**src/rtl/ps2_host_tx.sv**
```systemverilog
// PS/2 host-to-device transmitter: inhibit, request-to-send, device-clocked bits, ACK.
// Optional watchdog on the device-clocked phases: define PS2_TX_WATCHDOG_EN.
module ps2_host_tx #(
  parameter int unsigned INHIBIT_CYCLES = 12000,
  parameter int unsigned TIMEOUT_CYCLES = 2_000_000
) (
  input  logic       clk,
  input  logic       rstn,
  input  logic [7:0] tx_data,
  input  logic       tx_valid,
  output logic       tx_ready,
  input  logic       PS2Clk,
  input  logic       PS2Data,
  output logic       ps2_clk_drive_low,
  output logic       ps2_data_drive_low,
  output logic       tx_busy,
  output logic       tx_done,
  output logic       tx_error
);

  localparam int unsigned IW = (INHIBIT_CYCLES > 1) ? $clog2(INHIBIT_CYCLES) : 1;
  localparam logic [IW-1:0] InhLast = IW'(INHIBIT_CYCLES - 1);

  typedef enum logic [2:0] {
    StIdle,
    StInhibit,
    StReq,
    StSend,
    StAck,
    StWaitIdle
  } state_e;

  state_e        r_state, w_state_nxt;
  logic [8:0]    r_shift, w_shift_nxt;
  logic [3:0]    r_bit, w_bit_nxt;
  logic [IW-1:0] r_inh, w_inh_nxt;
  logic          r_ok, w_ok_nxt;
  logic          r_clk_drv, w_clk_drv_nxt;
  logic          r_dat_drv, w_dat_drv_nxt;
  logic          r_done, w_done_nxt;
  logic          r_err, w_err_nxt;

  // Synchronizers reset to the idle (high) line level so reset cannot fake a fall.
  logic r_clk_s1, r_clk_s2, r_clk_s3;
  logic r_dat_s1, r_dat_s2;
  logic w_fall;

  assign w_fall = r_clk_s3 & ~r_clk_s2;

`ifdef PS2_TX_WATCHDOG_EN
  localparam int unsigned TW = (TIMEOUT_CYCLES > 1) ? $clog2(TIMEOUT_CYCLES) : 1;
  localparam logic [TW-1:0] WdtLast = TW'(TIMEOUT_CYCLES - 1);
  logic [TW-1:0] r_wdt, w_wdt_nxt;
`endif

  always_ff @(posedge clk or negedge rstn) begin
    if (!rstn) begin
      r_clk_s1 <= 1'b1;
      r_clk_s2 <= 1'b1;
      r_clk_s3 <= 1'b1;
      r_dat_s1 <= 1'b1;
      r_dat_s2 <= 1'b1;
    end else begin
      r_clk_s1 <= PS2Clk;
      r_clk_s2 <= r_clk_s1;
      r_clk_s3 <= r_clk_s2;
      r_dat_s1 <= PS2Data;
      r_dat_s2 <= r_dat_s1;
    end
  end

  always_ff @(posedge clk or negedge rstn) begin
    if (!rstn) begin
      r_state   <= StIdle;
      r_shift   <= '0;
      r_bit     <= '0;
      r_inh     <= '0;
      r_ok      <= 1'b0;
      r_clk_drv <= 1'b0;
      r_dat_drv <= 1'b0;
      r_done    <= 1'b0;
      r_err     <= 1'b0;
    end else begin
      r_state   <= w_state_nxt;
      r_shift   <= w_shift_nxt;
      r_bit     <= w_bit_nxt;
      r_inh     <= w_inh_nxt;
      r_ok      <= w_ok_nxt;
      r_clk_drv <= w_clk_drv_nxt;
      r_dat_drv <= w_dat_drv_nxt;
      r_done    <= w_done_nxt;
      r_err     <= w_err_nxt;
    end
  end

`ifdef PS2_TX_WATCHDOG_EN
  always_ff @(posedge clk or negedge rstn) begin
    if (!rstn) begin
      r_wdt <= '0;
    end else begin
      r_wdt <= w_wdt_nxt;
    end
  end
`endif

  always_comb begin
    w_state_nxt   = r_state;
    w_shift_nxt   = r_shift;
    w_bit_nxt     = r_bit;
    w_inh_nxt     = r_inh;
    w_ok_nxt      = r_ok;
    w_clk_drv_nxt = r_clk_drv;
    w_dat_drv_nxt = r_dat_drv;
    w_done_nxt    = 1'b0;
    w_err_nxt     = 1'b0;

    case (r_state)
      StIdle: begin
        w_clk_drv_nxt = 1'b0;
        w_dat_drv_nxt = 1'b0;
        if (tx_valid) begin
          w_shift_nxt   = {~^tx_data, tx_data};
          w_inh_nxt     = '0;
          w_bit_nxt     = '0;
          w_clk_drv_nxt = 1'b1;
          w_state_nxt   = StInhibit;
        end
      end
      StInhibit: begin
        if (r_inh == InhLast) begin
          w_dat_drv_nxt = 1'b1;
          w_state_nxt   = StReq;
        end else begin
          w_inh_nxt = r_inh + 1'b1;
        end
      end
      StReq: begin
        // Data stays low as the start bit once the clock is released.
        w_clk_drv_nxt = 1'b0;
        w_bit_nxt     = '0;
        w_state_nxt   = StSend;
      end
      StSend: begin
        if (w_fall) begin
          if (r_bit == 4'd9) begin
            w_dat_drv_nxt = 1'b0;
            w_bit_nxt     = 4'd10;
            w_state_nxt   = StAck;
          end else begin
            w_dat_drv_nxt = ~r_shift[0];
            w_shift_nxt   = {1'b0, r_shift[8:1]};
            w_bit_nxt     = r_bit + 4'd1;
          end
        end
      end
      StAck: begin
        if (w_fall) begin
          w_ok_nxt    = ~r_dat_s2;
          w_state_nxt = StWaitIdle;
        end
      end
      StWaitIdle: begin
        if (r_clk_s2 && r_dat_s2) begin
          w_done_nxt  = r_ok;
          w_err_nxt   = ~r_ok;
          w_state_nxt = StIdle;
        end
      end
      default: begin
        w_clk_drv_nxt = 1'b0;
        w_dat_drv_nxt = 1'b0;
        w_state_nxt   = StIdle;
      end
    endcase

`ifdef PS2_TX_WATCHDOG_EN
    w_wdt_nxt = r_wdt;
    if (r_state == StReq) begin
      w_wdt_nxt = '0;
    end else if (r_state == StSend || r_state == StAck || r_state == StWaitIdle) begin
      if (r_wdt == WdtLast) begin
        w_clk_drv_nxt = 1'b0;
        w_dat_drv_nxt = 1'b0;
        w_done_nxt    = 1'b0;
        w_err_nxt     = 1'b1;
        w_state_nxt   = StIdle;
      end else begin
        w_wdt_nxt = r_wdt + 1'b1;
      end
    end
`endif
  end

  assign tx_ready           = (r_state == StIdle);
  // Busy stays high through the completion pulse cycle.
  assign tx_busy            = (r_state != StIdle) | r_done | r_err;
  assign tx_done            = r_done;
  assign tx_error           = r_err;
  assign ps2_clk_drive_low  = r_clk_drv;
  assign ps2_data_drive_low = r_dat_drv;

endmodule
```
**config.mk**
```make
export PLATFORM = sky130hd
export DESIGN_NAME = ps2_host_tx
export DESIGN_NICKNAME = d
export VERILOG_FILES = /design/src/rtl/ps2_host_tx.sv
export SDC_FILE = /design/constraint.sdc
export NUM_CORES = 1
export LEC_CHECK = 0
export CORE_ASPECT_RATIO = 0.7
export CORE_MARGIN = 4
export CORE_UTILIZATION = 57
export CTS_CLUSTER_SIZE = 20
export DETAILED_ROUTE_END_ITERATION = 12
export HOLD_SLACK_MARGIN = 0.12
export PLACE_DENSITY = 0.77
export REMOVE_ABC_BUFFERS = 1
export SKIP_LAST_GASP = 1
export SYNTH_ARGS = -nofsm -noshare
export SYNTH_HDL_FRONTEND = slang
export SYNTH_SLANG_ARGS = --single-unit
```
**constraint.sdc**
```tcl
create_clock -name clk -period 2.5 [get_ports clk]
set_input_delay 0.5 -clock clk [delete_from_list [all_inputs] [get_ports clk]]
set_output_delay 0.5 -clock clk [all_outputs]
set_load 0.01 [all_outputs]
```
==> results.cfg, run 1 <==
[sta]
finalSetupViolCount = 0
rsz0062_at_grt = no
finalClockSkew_ps = 5.38
maxSlewHeadroom = 0.422
finalSetupTns_ps = 0
finalHoldViolations = 0
timing.fmax_mhz = 417
tightest_slew_ps = 867
finalMaxSlewViolations = 0
finalCritPeriodShare = 0.960
period_minus_slack_ps = 2400
setup_slack_ps = 101

[layout]
finalNonFillerCells = 299
layout-drive-gt1-share = 0.0964
antenna_cells = 0
fill_cells = 276
area_delta_synth_final_pct = 15.6
nNetsFinal = 264

[placed_design]
io_buffer_count = 18
hpwlAfterDp_mm = 3.02
place_inst = 291
preCtsSetupSlack_ps = 185
place_congestion = 0.824

[clock_tree]
cts_setup_buffers = 0
root_buffer = clkbuf_8
numClockSinks = 40
clk_latency_ps = 300
clkSlewWorstSetupHoldPaths_ps = 70
cts_made_buffers = 5
clockBufferDepth = 2
hold_buffers = 0
cts_tree = done
h-tree-depth = 2

[drt]
route.detailed.drc = 0
drt-initial-drc-count = 136
dr.pass1.iters = 5
vias = 1690
routedWlPerCell_um = 14.4
routed_wl_mm = 4.30
ant_nets = 0
vias_per_cell = 5.65

[floorplanning]
ioPinCount = 19
die_area_sq_um = 4700
core_sq_um = 3510
die_h_um = 58.6
initial_core_util = 0.593
rows = 18
die_w_um = 80.2

[global_route]
grt_overflow_total = 0
grt_pass1_vias = 1537
grtUsageTotal = 0.202
grt_pass1_wl_mm = 7.18
grt_max_degree = 41
antenna_found_initial = 0

[power]
p_per_area_nw_per_um2 = 1050
peakVddDrop_uv = 609
p_leak_uw = 0.000995

[hold_path]
worstHoldPathType = in -> async

[critical_path]
end_kind = primary output
worst_ep_arrival_time_ps = 1900
crit_required_ps = 2000
worst_setup_path_start_kind = register
critPathKind = reg -> out
path_max_fanout = 10

[yosys]
synth_top_area_share = 0.421
syn_area_sq_um = 2080
synth-edff-count = 0
yosys_warnings = 0
ys.flop_type = dfrtp_1
avgSynthCellArea_sq_um = 9.17
ys_ff_latch = 40
yosysUniqueCellTypes = 42
synth_common_cells = dfrtp_1, nand2_1, nor2_1
synthMostInstantiatedCell = dfrtp_1
synth_area_leaders = dfrtp_1, dfstp_2, nand2_1, nor2_1, a31oi_1
synthCells = 227
synth_area_leader_cell = dfrtp_1
synth-seq-area-share = 0.484
synthArstFlopShare = 1.00

[job]
drv_cap = 0

[run_status]
status = finished clean
metal layers:
metal / global-route usage / vias up / wire length [um]
met5: 0 / - / 0
met4: 0.0940 / 0 / 82
met3: 0.0535 / 8 / 212
met2: 0.284 / 33 / 1820
met1: 0.292 / 804 / 2180
li1: - / 845 / -
cells in the final DEF, fill, tap and decap left out, types with 3 or more instances in the layout:
cell / n
dfrtp_1: 35
nand3_1: 10
a31oi_1: 12
nor2_1: 23
o21ai_0: 15
xnor2_1: 8
buf_4: 6
o21ai_1: 11
nand3b_1: 3
o31ai_1: 7
nor3_1: 5
nand2_1: 30
clkbuf_8: 6
dfstp_2: 5
ha_1: 3
nand2b_1: 4
a21oi_1: 5
or3_1: 4
clkdlybuf4s50_1: 17
inv_1: 8
repair_timing:
item                                   CTS  global route
setup endpoints to repair                0             1
endpoints found under the hold margin    0             0
resized for setup                        0             1
logic make-up (layout without fill, tap and decap cells):
| group | Yosys count | count (layout) | share of synthesized area |
|---|---|---|---|
| AOI/OAI and AO/OA | 57 | 57 | 0.177 |
| xor gates and xnor gates | 9 | 9 | 0.0379 |
| adders and majority gates | 3 | 3 | 0.0180 |
| buffers and inverters | 18 | 40 | 0.0385 |
| DFF | 40 | 40 | 0.484 |
| muxes | 2 | 2 | 0.0102 |
| and+or+nand+nor | 98 | 98 | 0.235 |
final timing paths:
kind,start,endpoint,slack (ps),cells past startpoint
worst min-delay path,rstn,r_shift[4],310,1
worst max-delay path,r_state[0],tx_busy,100,4
min in group clk,r_clk_s1,r_clk_s2,360,0
max in group asynchronous,rstn,r_inh[10],1650,1
worst min register to register,r_clk_s1,r_clk_s2,360,0
worst max register to register,r_state[2],r_shift[3],390,6
critical path, cell delays in order, from the launching register on:
cell             delay, ps
dfrtp_1                480
nor2_2                 190
nand2_1                120
or3_1                  330
clkdlybuf4s50_1        490
flip-flops by register name (all words and copies together), names as in the netlist, 3 cells and up:
register  flops
r_bit         4
r_inh        14
r_shift       9
r_state       3
power by group:
group,internal [uW],switching [uW],total (uW)
sequential,827,178,1010
combinational,461,611,1070
clock,225,222,447
area by class of cell:
type / count / area, sq um / area share
Sequential cell: 40 / 1010 / 0.418
Multi-Input combinational cell: 169 / 997 / 0.414
Timing Repair Buffer: 24 / 220 / 0.0915
Clock buffer: 8 / 90.1 / 0.0374
Tap cell: 50 / 62.6 / 0.0260
Inverter: 8 / 30.0 / 0.0125
metrics by stage:
stage | util | cell area (sq um) | hold slack (ps) | total power [uW]
2_1_floorplan | - | 2030 | 204 | 1690
3_3_place_gp | 0.659 | 2310 | 346 | 2040
3_5_place_dp | 0.659 | 2310 | 349 | 2070
4_1_cts | 0.684 | 2400 | 350 | 2530
5_1_grt | 0.685 | 2410 | 366 | 2720
6_report | 0.685 | 2410 | 312 | 2520
(Power assumes the default switching activity.)
==> run 2, diff against run 1 <==
Settings changed: ABC_AREA from default to 1, RECOVER_POWER from default to 25.
==> results.cfg, run 2 <==
[global_route]
grt_pass1_vias = 1799
grtUsageTotal = 0.210
antenna_found_initial = 0
grt_max_degree = 41
grt_pass1_wl_mm = 8.31
grt_overflow_total = 0

[sta]
period_minus_slack_ps = 2270
finalSetupViolCount = 0
maxSlewHeadroom = -0.358
rsz0062_at_grt = no
tightest_slew_ps = 2040
finalCritPeriodShare = 0.906
finalMaxSlewViolations = 41
finalSetupTns_ps = 0
finalClockSkew_ps = 6.63
timing.fmax_mhz = 441
setup_slack_ps = 234
finalHoldViolations = 0

[power]
p_leak_uw = 0.00124
peakVddDrop_uv = 574
p_per_area_nw_per_um2 = 1020

[hold_path]
worstHoldPathType = reg -> reg

[clock_tree]
clkSlewWorstSetupHoldPaths_ps = 80
cts_made_buffers = 5
clk_latency_ps = 290
hold_buffers = 0
root_buffer = clkbuf_8
cts_tree = done
numClockSinks = 40
ctsResizeCount = 0
clockBufferDepth = 2
cts_setup_buffers = 0
h-tree-depth = 2

[yosys]
ys.flop_type = dfrtp_1
synth_common_cells = nand2_1, dfrtp_1, inv_1
synth_top_area_share = 0.385
synth_area_leaders = dfrtp_1, nand2_1, nand3_1, dfstp_2, inv_1
synth-edff-count = 0
synthMostInstantiatedCell = nand2_1
yosys_warnings = 0
yosysUniqueCellTypes = 28
synthArstFlopShare = 1.00
synth_area_leader_cell = dfrtp_1
synthCells = 304
avgSynthCellArea_sq_um = 7.48
synth-seq-area-share = 0.443
syn_area_sq_um = 2270
ys_ff_latch = 40

[drt]
ant_nets = 0
routed_wl_mm = 4.90
routedWlPerCell_um = 13.1
drt-initial-drc-count = 141
dr.pass1.iters = 5
vias = 1995
vias_per_cell = 5.32
route.detailed.drc = 0

[critical_path]
path_delay_family = buffers and inverters
end_kind = primary output
worst_ep_arrival_time_ps = 1770
critPathKind = reg -> out
worst_setup_path_start_kind = register
crit_path_top_delay_cell = clkdlybuf4s50_1
slowest_delay_ps = 540
path_max_fanout = 10
crit_required_ps = 2000
worst-path-buf-inv = 2
cp_cell_sequence = nor2_1, nand2_1, inv_1, clkdlybuf4s50_1

[run_status]
status = finished, violations left
violations = capacitance limit, slew limit

[job]
drv_cap = 1

[floorplanning]
rows = 18
initial_core_util = 0.620
die_h_um = 60.9
core_sq_um = 3670
ioPinCount = 19
die_w_um = 83.5
die_area_sq_um = 5080

[layout]
largest_reg_flops = 14
layout_common_cells = nand2_1, inv_1, dfrtp_1
nNetsFinal = 340
final_common_cell = nand2_1
antenna_cells = 0
area_delta_synth_final_pct = 13.5
top_regs = r_inh x14, r_shift x9, r_bit x4
fill_cells = 293
layout-drive-gt1-share = 0.0677
top_register = r_inh

[placed_design]
io_buffer_count = 18
place_congestion = 0.894
hpwlAfterDp_mm = 3.51
preCtsSetupSlack_ps = 571
==> run 2: cell type report <==
type / count / area [sq um] / share of cell area
multi-input cells: 223 / 1090 / 0.422
flip-flops and latches: 40 / 1010 / 0.390
repair buffers: 19 / 181 / 0.0703
inverters: 35 / 131 / 0.0509
clock buffers: 5 / 68.8 / 0.0266
well taps: 50 / 62.6 / 0.0242
clock inverters: 3 / 42.5 / 0.0165
==> run 2: power breakdown <==
part | internal [uW] | switching, uW
clock | 295 | 232
combinational | 380 | 740
sequential | 831 | 151
total | 1510 | 1120
==> run 2: cells by family (layout without fill, tap and decap cells) <==
logic type               count (synthesis)  count (layout)  share of synthesized area
AO/OA/AOI/OAI                           36              36                     0.0897
AND/OR/NAND/NOR                        172             172                      0.326
buffers and inverters                   41              62                     0.0787
XOR/XNOR                                12              12                     0.0462
flip-flops                              40              40                      0.443
adder cells (fa/ha/maj)                  3               3                     0.0165
==> run 2: final timing paths <==
path                       slack [ps]       start  cells past startpoint  endpoint
setup / recovery                  230  r_state[0]                      4  tx_ready
hold / removal                    360    r_dat_s1                      0  r_dat_s2
setup reg to reg                  530  r_state[2]                      8  r_inh[5]
hold reg to reg                   360    r_dat_s1                      0  r_dat_s2
max in group asynchronous         550        rstn                      1  r_inh[0]
min in group asynchronous         780        rstn                      1  r_bit[2]
==> run 2: metrics by stage <==
step,area [sq um],hold WS (ps),util,power [uW],instances
after CTS,2580,341,0.704,2630,375
after floorplan,2230,204,-,1740,298
final,2580,359,0.703,2630,375
after global placement,2470,347,0.673,2070,367
after detailed placement,2470,347,0.673,2080,367
after global routing,2580,364,0.703,2860,375
==> run 2: worst register-to-register path, cell delays in order (launching register included) <==
cell,delay (ps)
dfrtp_1,450
inv_1,200
nand2_1,110
nor2_1,320
buf_4,250
nand2_1,200
nand2_2,210
nand3_1,110
nand2_1,70
==> run 2: metal layers <==
layer	vias to the layer above	share of wire	track usage
li1	1011	-	-
met1	906	0.50	0.303
met2	73	0.42	0.321
met4	0	0.0061	0.0642
met3	5	0.073	0.0475
met5	-	0	0
==> run 3, diff against run 2 <==
Settings changed: SETUP_SLACK_MARGIN from default to 0.05.
==> results of run 3 <==
The final DEF is identical to that of run 2; final timing and power are the same.
